### src/rtl/vec_mul_pkg.sv
// Shared sizing helpers for the vec_mul dot-product engine.
// Widths, latency and flat-bus offsets of the adder tree.
package vec_mul_pkg;

    function automatic int f_pad(input int c);
        return 2 ** $clog2(c);
    endfunction

    function automatic int f_lat(input int c);
        return $clog2(c) + 1;
    endfunction

    function automatic int f_wy(input int wx, input int wk, input int c);
        return wx + wk + $clog2(c);
    endfunction

    // Bit offset of tree level lvl in the flat bus; level 0 holds products.
    function automatic int f_off(input int p, input int wp, input int lvl);
        int o;
        o = 0;
        for (int j = 0; j < lvl; j++) begin
            o += (p >> j) * (wp + j);
        end
        return o;
    endfunction

endpackage

### src/rtl/vec_add_stage.sv
// One registered level of the signed adder tree:
// N lanes of W bits summed pairwise into N/2 lanes of W+1 bits.
module vec_add_stage #(
    parameter int N = 4,
    parameter int W = 16
) (
    input  logic                     clk,
    input  logic                     rstn,
    input  logic                     enable,
    input  logic [N*W-1:0]           din_i,
    output logic [(N/2)*(W+1)-1:0]   dout_o
);

    logic [(N/2)*(W+1)-1:0] sum_d;
    logic [(N/2)*(W+1)-1:0] sum_q;

    always_comb begin
        sum_d = '0;
        for (int i = 0; i < N / 2; i++) begin
            sum_d[i*(W+1) +: (W+1)] =
                (W+1)'($signed(din_i[(2*i)*W +: W])) +
                (W+1)'($signed(din_i[(2*i+1)*W +: W]));
        end
    end

    always_ff @(posedge clk) begin
        if (!rstn) begin
            sum_q <= '0;
        end else if (enable) begin
            sum_q <= sum_d;
        end
    end

    assign dout_o = sum_q;

endmodule

### src/rtl/vec_mul.sv
// Pipelined signed dot product: one multiply stage feeding a
// registered binary adder tree, plus a matching valid shift register.
module vec_mul
    import vec_mul_pkg::*;
#(
    parameter  int C       = 4,
    parameter  int W_X     = 8,
    parameter  int W_K     = 8,
    localparam int W_Y     = f_wy(W_X, W_K, C),
    localparam int LATENCY = f_lat(C)
) (
    input  logic             clk,
    input  logic             rstn,
    input  logic             enable,
    input  logic [C*W_X-1:0] x,
    input  logic [C*W_K-1:0] k,
    output logic [W_Y-1:0]   y_out,
    output logic             v_valid
);

    localparam int P     = f_pad(C);
    localparam int LOG   = $clog2(C);
    localparam int WP    = W_X + W_K;
    localparam int BUS_W = f_off(P, WP, LOG + 1);

    logic [BUS_W-1:0]   bus;
    logic [P*WP-1:0]    p_d;
    logic [P*WP-1:0]    p_q;
    logic [LATENCY-1:0] vld_q;

    // Lanes C..P-1 stay zero so the tree can be a full power of two.
    always_comb begin
        p_d = '0;
        for (int c = 0; c < C; c++) begin
            p_d[c*WP +: WP] = WP'($signed(x[c*W_X +: W_X])) *
                              WP'($signed(k[c*W_K +: W_K]));
        end
    end

    always_ff @(posedge clk) begin
        if (!rstn) begin
            p_q <= '0;
        end else if (enable) begin
            p_q <= p_d;
        end
    end

    assign bus[0 +: P*WP] = p_q;

    for (genvar l = 0; l < LOG; l++) begin : g_lvl
        localparam int N  = P >> l;
        localparam int W  = WP + l;
        localparam int IO = f_off(P, WP, l);
        localparam int OO = f_off(P, WP, l + 1);

        vec_add_stage #(
            .N (N),
            .W (W)
        ) u_add (
            .clk    (clk),
            .rstn   (rstn),
            .enable (enable),
            .din_i  (bus[IO +: N*W]),
            .dout_o (bus[OO +: (N/2)*(W+1)])
        );
    end

    always_ff @(posedge clk) begin
        if (!rstn) begin
            vld_q <= '0;
        end else if (enable) begin
            vld_q <= {vld_q[LATENCY-2:0], 1'b1};
        end
    end

    assign y_out   = bus[f_off(P, WP, LOG) +: W_Y];
    assign v_valid = vld_q[LATENCY-1];

endmodule

### config.mk
export PLATFORM = sky130hd
export DESIGN_NAME = vec_mul
export DESIGN_NICKNAME = d
export VERILOG_FILES = /design/src/rtl/vec_mul_pkg.sv /design/src/rtl/vec_add_stage.sv /design/src/rtl/vec_mul.sv
export SDC_FILE = /design/constraint.sdc
export NUM_CORES = 1
export LEC_CHECK = 0
export BUFFER_PORTS_ARGS = -buffer_cell sky130_fd_sc_hd__buf_4
export CELL_PAD_IN_SITES_DETAIL_PLACEMENT = 0
export CELL_PAD_IN_SITES_GLOBAL_PLACEMENT = 1
export CORE_MARGIN = 2
export CORE_UTILIZATION = 45
export CTS_CLUSTER_DIAMETER = 100
export DETAILED_ROUTE_END_ITERATION = 10
export PLACE_DENSITY_LB_ADDON = 0.15
export SLEW_MARGIN = 0
export SYNTH_ARGS = -nofsm -noshare
export SYNTH_HDL_FRONTEND = slang
export SYNTH_SLANG_ARGS = --single-unit
### constraint.sdc
create_clock -name clk -period 5.4 [get_ports clk]
set_input_delay 1.62 -clock clk [delete_from_list [all_inputs] [get_ports clk]]
set_output_delay 1.62 -clock clk [all_outputs]
set_load 0.02 [all_outputs]
# Yosys cells after proc, flatten, opt, wreduce, memory -nomap -nowiden
# Cells that the tools add are included.
[op_classes]
addsub = 3
multipliers = 4
[ops]
columns = ["operator", "n"]
rows = [
  ["multiplier 8 x 8 -> 16 bit", 4],
  ["adder 16 x 16 -> 17 bit", 2],
  ["adder 17 x 17 -> 18 bit", 1],
]
[word_totals]
register_bits = 119
inputBits = 67
output_inout_bits = 19
word_cells = 11

# Depth between registers and ports, before layout
# Gate-level depths: netlist of run 1.
[logic_depth]
depth_word = 1
mapped_depth = 20
depth_no_buf = 20

# By module
# A second synthesis of run 1 with hierarchy kept.
[hier_totals]
cells_unflattened = 1867
area_unflattened_um2 = 16632.2
[by_module_without_submodules]
columns = ["mod", "instances", "cells_per_inst", "area_each_um2"]
rows = [
  ["vec_mul", 1, 1351, 12315.6],
  ["vec_add_stage (g_lvl[0].u_add)", 1, 333, 2771.4],
  ["vec_add_stage (g_lvl[1].u_add)", 1, 183, 1545.2],
]

# Worst setup path before layout of run 1
# OpenSTA, ideal clock, no wires.
[synth_timing]
path_kind = "input-to-reg"
startpoint = "input x[15]"
endpoint = "register p_q[31]"
setup_time_ps = 125
arrival_time_ps = 5450
slack_ps = -176
path_stages = 18
n_path_buf = 0
cell_sequence = "and2_1 > ha_1 > inv_1 > fa_1 > inv_1 > fa_1 > inv_1 > fa_1 > inv_1 > ha_1 > o21a_1 > o21a_1 > and3_1 > a2111oi_4 > o21bai_2 > a21oi_2 > xnor2_1 > o21ai_2"
[synth_via]
elab_chain_cells = 1
[synth_lines]
columns = ["element", "line_no", "source"]
rows = [
  ["from (decl)", "vec_mul.sv:15", "input logic [C*W_X-1:0] x,"],
  ["multiplier 8 x 8 -> 16 bit", "vec_mul.sv:35", "p_d[c*WP +: WP] = WP'($signed(x[c*W_X +: W_X])) *"],
  ["to (signal assigned)", "vec_mul.sv:44", "p_q <= p_d;"],
  ["to (decl)", "vec_mul.sv:28", "logic [P*WP-1:0] p_q;"],
]
# Every way passes these cells.
# A chain may end at the register's enable or synchronous reset.

# Final worst setup path of run 1
[layout_timing]
startpoint = "input x[12]"
endpoint = "register p_q[31]"
# Same word-level chain as after synthesis.

==> results of run 1 <==
state kept, by name, summed over array words and instances (netlist names):
name and count:
g_lvl.u_add.dout_o 52, p_q 64, vld_q 3
stage by stage:
stage	instances	setup TNS, ns	utilization, %	cell area [um2]	setup WS (ns)
6_report	2531	0	55.44	19630	0.05168
2_1_floorplan	1806	-0.1681	-	16180	-0.1635
5_1_grt	2531	-0.2782	55.44	19630	-0.1498
4_1_cts	2529	0	54.39	19250	0.003238
3_5_place_dp	2497	-4.022	52.57	18610	-0.4447
3_3_place_gp	2497	-3.384	52.57	18610	-0.4074
cell type report:
type / count / area (um2)
Clock inverter: 13 / 202.7
Clock buffer: 19 / 442.9
Timing Repair Buffer: 284 / 2173
Sequential cell: 119 / 2382
Fill cell: 3275 / 15770
Multi-Input combinational cell: 1304 / 12600
Tap cell: 461 / 576.8
Inverter: 331 / 1245
worst max-delay path by stage:
stage | to | slack [ns] | startpoint
after floorplan | p_q[31] | -0.16 | k[10]
after detailed placement | p_q[31] | -0.44 | x[14]
after CTS | p_q[31] | 0.003 | x[14]
after global placement | p_q[31] | -0.41 | x[14]
after global routing | p_q[31] | -0.15 | x[15]
final | p_q[31] | 0.05 | x[12]
Yosys cell counts (all sizes together) (12+ instances only):
cell type  number
a211oi         17
ha            165
and2          160
dfxtp         119
o21a           17
nand3          30
o21ai          36
fa            223
a21o           36
inv           330
mux2i          65
xor2           23
nand2         115
nand2b         12
xnor2          69
clkbuf         27
buf            25
a21oi          65
nor3           17
nor2b          34
nor2          124
critical path: cells and delay by family:
| family | cells | cell delay, ns |
|---|---|---|
| compound gates | 6 | 0.99 |
| xor+xnor | 1 | 0.14 |
| fa+ha+maj | 5 | 2.29 |
| buf+inv | 4 | 0.30 |
| simple gates | 2 | 0.30 |
per-layer routing:
layer	wire length [um]	global-route usage [%]	vias up
met5	0	0	-
met4	259	3.025	0
met3	747	1.953	24
met2	16070	31.32	124
met1	17440	27.73	6084
li1	-	-	6224
what timing repair did:
action / in CTS / in global routing
hold buffers: 0 / 0
buffers inserted: 0 / 4
endpoints found under the setup margin: 0 / 10
resized for setup: 0 / 85
kinds of logic (layout without fill, tap and decap cells):
| group | after synthesis | after routing | synth area share, % |
|---|---|---|---|
| simple gates | 527 | 527 | 16.44 |
| fa+ha+maj | 388 | 388 | 40.48 |
| buf+inv | 383 | 647 | 9.341 |
| compound gates | 227 | 227 | 9.582 |
| flops | 119 | 119 | 14.77 |
| xor+xnor | 92 | 92 | 4.996 |
| mux | 70 | 70 | 4.384 |
power by group:
| part | switching, W | internal (W) |
|---|---|---|
| Sequential | 0.000142 | 0.00109 |
| Combinational | 0.00290 | 0.00298 |
| Clock | 0.000406 | 0.000827 |
==> key figures, run 1 <==
Status
  – Status: complete, no violations

Timing
  – Final setup vio count: 0
  – Max Freq: 0.1870 GHz
  – Crit share post-route: between 90 and 100%
  – Slew Viols, Final: 0
  – Slew @ Worst Pin: ~0.82 ns
  – Final hold vios: 0
  – Max-slew headroom: 45.35%
  – Clk_skew: a little over 0.005 ns
  – Final min period: about 5.3 ns
  – RSZ-0062 raised after global routing: yes
  – Hold Slack: approximately 0.45 ns

Worst hold path
  – HP Start: g_lvl[0].u_add.dout_o[12]
  – Worst Hold End: g_lvl[0].u_add.dout_o[12]
  – Hold Path Class: reg -> reg
  – WHS Path Cells: 2

Floorplanning
  – IO Pins: 86
  – Starting Density: 45.56%
  – Die X: approximately 190 um
  – Rows: slightly below 70
  – Placeable Area: ~35000 um2
  – DIE AREA: about 37000 um2
  – Die Ht: a little under 200 um

Placement
  – DP HPWL: between 20000 and 30000 um
  – Placer Congestion: about 0.87
  – Port bufs: 85

CTS
  – H-tree levels: 4
  – Clock sinks: 119
  – Clock Tree Root: clkbuf_16
  – Clock Latency Late Sink: 0.41 ns
  – Num CTS Buffers: 17
  – CTS tree: done
  – CTS max path bufs: 2
  – Clk pin slew, worst setup/hold paths: ~0.060 ns

Detailed routing
  – DRC viols: 0
  – Routed wire length: ~35000 um
  – Via count: 12460
  – Detail Route Antenna Nets: 0
  – Vias per cell: 4.921
  – Drt first pass iters: 7
  – Initial drt markers: roughly 420
  – WL per Instance: ~14 um

Worst setup path
  – Critical path fanouts, max: 3
  – Reg2reg start: p_q[48]
  – Critical path class: in -> reg
  – Crit-path slowest cell: fa_1
  – Max incr delay on CP: around 0.57 ns
  – R2R depth: 11
  – Most frequent cell on the critical path: fa_1
  – Crit end category: flop
  – Worst path cell trace: buf_6 > buf_6 > and2_4 > fa_1 > fa_1 > fa_1 > inv_2 > fa_1 > inv_2 > ha_4 > o21a_1 > o21a_1 > and3_4 > a2111oi_4 > o21bai_2 > a21oi_2 > xnor2_1 > o21ai_2
  – CP startpoint kind: input port
  – RR Endpoint: g_lvl[0].u_add.dout_o[31]
  – Register-to-register setup slack: approximately 2.8 ns
  – Req. time, crit path: approximately 5.7 ns
  – WP data arrival: approximately 5.6 ns

Yosys
  – Main synth FF type: dfxtp_1
  – Synth area leaders: fa_1 (28%), dfxtp_1 (15%), ha_1 (13%)
  – Post-synth top area share: approximately 28%
  – Sequential area share after synthesis: 14.77%
  – Post-synth EDFFs: 0
  – Post-Syn Nets: between 2000 and 2500
  – Syn Inst Count: between 1500 and 2000
  – Mapped Area: ~16000 um2
  – Netlist cell types: 61
  – Avg Synthesized Cell Area: slightly below 9 um2
  – Ys Warns: 0
  – Ys async rst share: 0%
  – Synth Register Bits: approximately 120
  – Area leader, netlist: fa_1

GRT
  – Number of global-route vias before repair: between 10000 and 15000
  – Initial antenna violation count: 0
  – Gr ovfl total: 0
  – Largest net degree at the start of global routing: between 50 and 60
  – GRT Util Overall: 19.08%
  – First-pass GRT wire length: approximately 60000 um

Cells and area
  – Most common cell after layout, fill and taps aside: inv_1
  – Most frequent cells in the layout: inv_1 (306), buf_4 (273), fa_1 (217)
  – P&R area growth vs syn: 21.69%
  – Layout cell share with drive strength beyond 1: 19.81%
  – Antenna cells: 0
  – Nets: 2512

Flow run
  – Maxcap violations: 0

Pwr
  – Worst vdd ir: between 0.0002 and 0.0003 V
  – Leak: 9.927 nW
  – P per Cell Area: between 400 and 500 nW/um2
  – Total power: about 0.0083 W
Note: power is estimated with default switching activity, not from simulation.
==> run 2, diff against run 1 <==
CORE_MARGIN = default   (was 2)
==> run 2 against run 1 <==
Effect of this change:
- hold slack about the same
- routed wire length decreased by 0.45%
- critical path type unchanged
- largest power group unchanged
- largest cell class unchanged
- global-route usage increased by 0.83 points
- critical path depth decreased by 1
- clock skew increased by 0.0076 ns
==> key figures, run 2 (synthesized netlist as in run 1, its figures left out) <==
Flow run
  – Maxcap violations: 0

Cells and area
  – Most frequent cells in the layout: inv_1 (308), buf_4 (253), fa_1 (217)
  – Max reg flops: 64
  – Layout Cells excl Fill: between 2000 and 3000
  – Antenna cells: 0
  – Sequential cell area: between 2000 and 2500 um2
  – Layout cell share with drive strength beyond 1: a little under a fifth
  – Fin util: a little under three fifths
  – Area occupied by multi-input gates: roughly 13000 um2
  – Most common cell after layout, fill and taps aside: inv_1
  – Filler cells: about 3300
  – P&R area growth vs syn: 21.16%
  – Nets: 2500
  – Largest Register: p_q

Pwr
  – Leak: 9.905 nW
  – Worst vdd ir: between 0.0002 and 0.00025 V
  – P per Cell Area: roughly 420 nW/um2

GRT
  – Number of global-route vias before repair: between 10000 and 15000
  – Largest net degree at the start of global routing: approximately 110
  – Gr ovfl total: 0
  – Initial antenna violation count: 0
  – First-pass GRT wire length: ~59000 um
  – GRT Util Overall: 19.91%

Floorplanning
  – IO Pins: 86
  – Starting Density: between 40% and 50%
  – Placeable Area: approximately 35000 um2
  – Rows: between 60 and 70
  – DIE AREA: approximately 37000 um2
  – Die X: around 190 um
  – Die Ht: 191.3 um

CTS
  – Clock Latency Late Sink: 0.42 ns
  – Clock Tree Root: clkbuf_16
  – CTS max path bufs: 2
  – Clk pin slew, worst setup/hold paths: approximately 0.05 ns
  – Post-CTS Hold Buffers: 0
  – H-tree levels: 4
  – Num CTS Buffers: 17
  – CTS tree: done
  – Clock sinks: 119

Timing
  – Clk_skew: ~0.013 ns
  – Final setup margin: ~0.04 ns
  – Slew @ Worst Pin: 0.6513 ns
  – Final hold vios: 0
  – Setup_tns: 0 ns
  – Final setup vio count: 0
  – RSZ-0062 raised after global routing: yes
  – Hold Slack: 0.4521 ns
  – Max Freq: approximately 0.19 GHz
  – Max-slew headroom: between 50% and 60%
  – Final min period: approximately 5.4 ns
  – Crit share post-route: between 90 and 100%
  – Slew Viols, Final: 0

Detailed routing
  – Drt first pass iters: 5
  – Vias per cell: between 4 and 5
  – Via count: approximately 12000
  – WL per Instance: approximately 14 um
  – DRC viols: 0
  – Routed wire length: about 34000 um
  – Detail Route Antenna Nets: 0
  – Initial drt markers: 423

Status
  – Status: complete, no violations

Worst setup path
  – Critical path class: in -> reg
  – WP data arrival: roughly 5.7 ns
  – CP startpoint kind: input port
  – Crit end category: flop
  – Critical path fanouts, max: 4
  – Req. time, crit path: 5.70 ns

Placement
  – Placer Congestion: 0.8502
  – Port bufs: between 80 and 90
  – Dpl ws: -0.4722 ns
  – Dpl cells: 2479
  – DP HPWL: 29000 um

Worst hold path
  – Hold Path Class: reg -> reg
==> run 2: layout make-up <==
cell class	instances	share of cell area, %
clock inverters	9	0.9990
flip-flops and latches	119	12.19
inverters	331	6.378
well taps	455	2.914
multi-input cells	1304	64.15
repair buffers	272	10.94
clock buffers	22	2.427
==> run 2: repair_timing <==
action,in CTS,in global routing
pin swaps,3,55
setup buffers,0,3
gates resized for setup,1,85
hold endpoints to repair,0,0
endpoints found under the setup margin,1,9
==> run 2: power breakdown <==
part / leakage (nW) / internal [W] / switching (W) / total (W)
sequential: 0.978 / 0.00109 / 0.000144 / 0.00123
clock: 0.330 / 0.000896 / 0.000387 / 0.00128
combinational: 8.60 / 0.00291 / 0.00287 / 0.00578
==> run 2: metrics by stage <==
stage | power [W] | cell area (um2)
2_1_floorplan | 0.005116 | 16180
3_3_place_gp | 0.006694 | 18530
3_5_place_dp | 0.006802 | 18530
4_1_cts | 0.008135 | 19210
5_1_grt | 0.009200 | 19540
6_report | 0.008296 | 19540
==> run 2: final timing paths <==
| kind | cells after the start | from | endpoint | slack (ns) |
|---|---|---|---|---|
| worst min register to register | 2 | g_lvl[0].u_add.dout_o[13] | g_lvl[0].u_add.dout_o[13] | 0.45 |
| worst min-delay path | 2 | g_lvl[0].u_add.dout_o[13] | g_lvl[0].u_add.dout_o[13] | 0.45 |
| worst max-delay path | 17 | x[14] | p_q[31] | 0.04 |
| worst max register to register | 11 | g_lvl[0].u_add.dout_o[0] | g_lvl[1].u_add.dout_o[16] | 2.73 |
==> run 2: worst max-delay path, cell delays in order <==
cell	delay, ns
buf_4	0.13
and2_1	0.17
fa_1	0.49
inv_1	0.05
fa_1	0.52
inv_2	0.04
fa_1	0.52
inv_1	0.05
fa_2	0.52
inv_2	0.04
ha_4	0.21
a2111o_1	0.41
a2111oi_4	0.41
o21bai_2	0.12
a21oi_2	0.13
xnor2_1	0.14
o21ai_2	0.08
==> run 2: metal layers <==
layer | vias up | share of wire, % | global-route usage (%)
met1 | 5996 | 52 | 29.14
met4 | 0 | 0.65 | 3.175
met3 | 18 | 2.2 | 2.295
met2 | 118 | 46 | 31.93
li1 | 6205 | - | -
met5 | - | 0 | 0
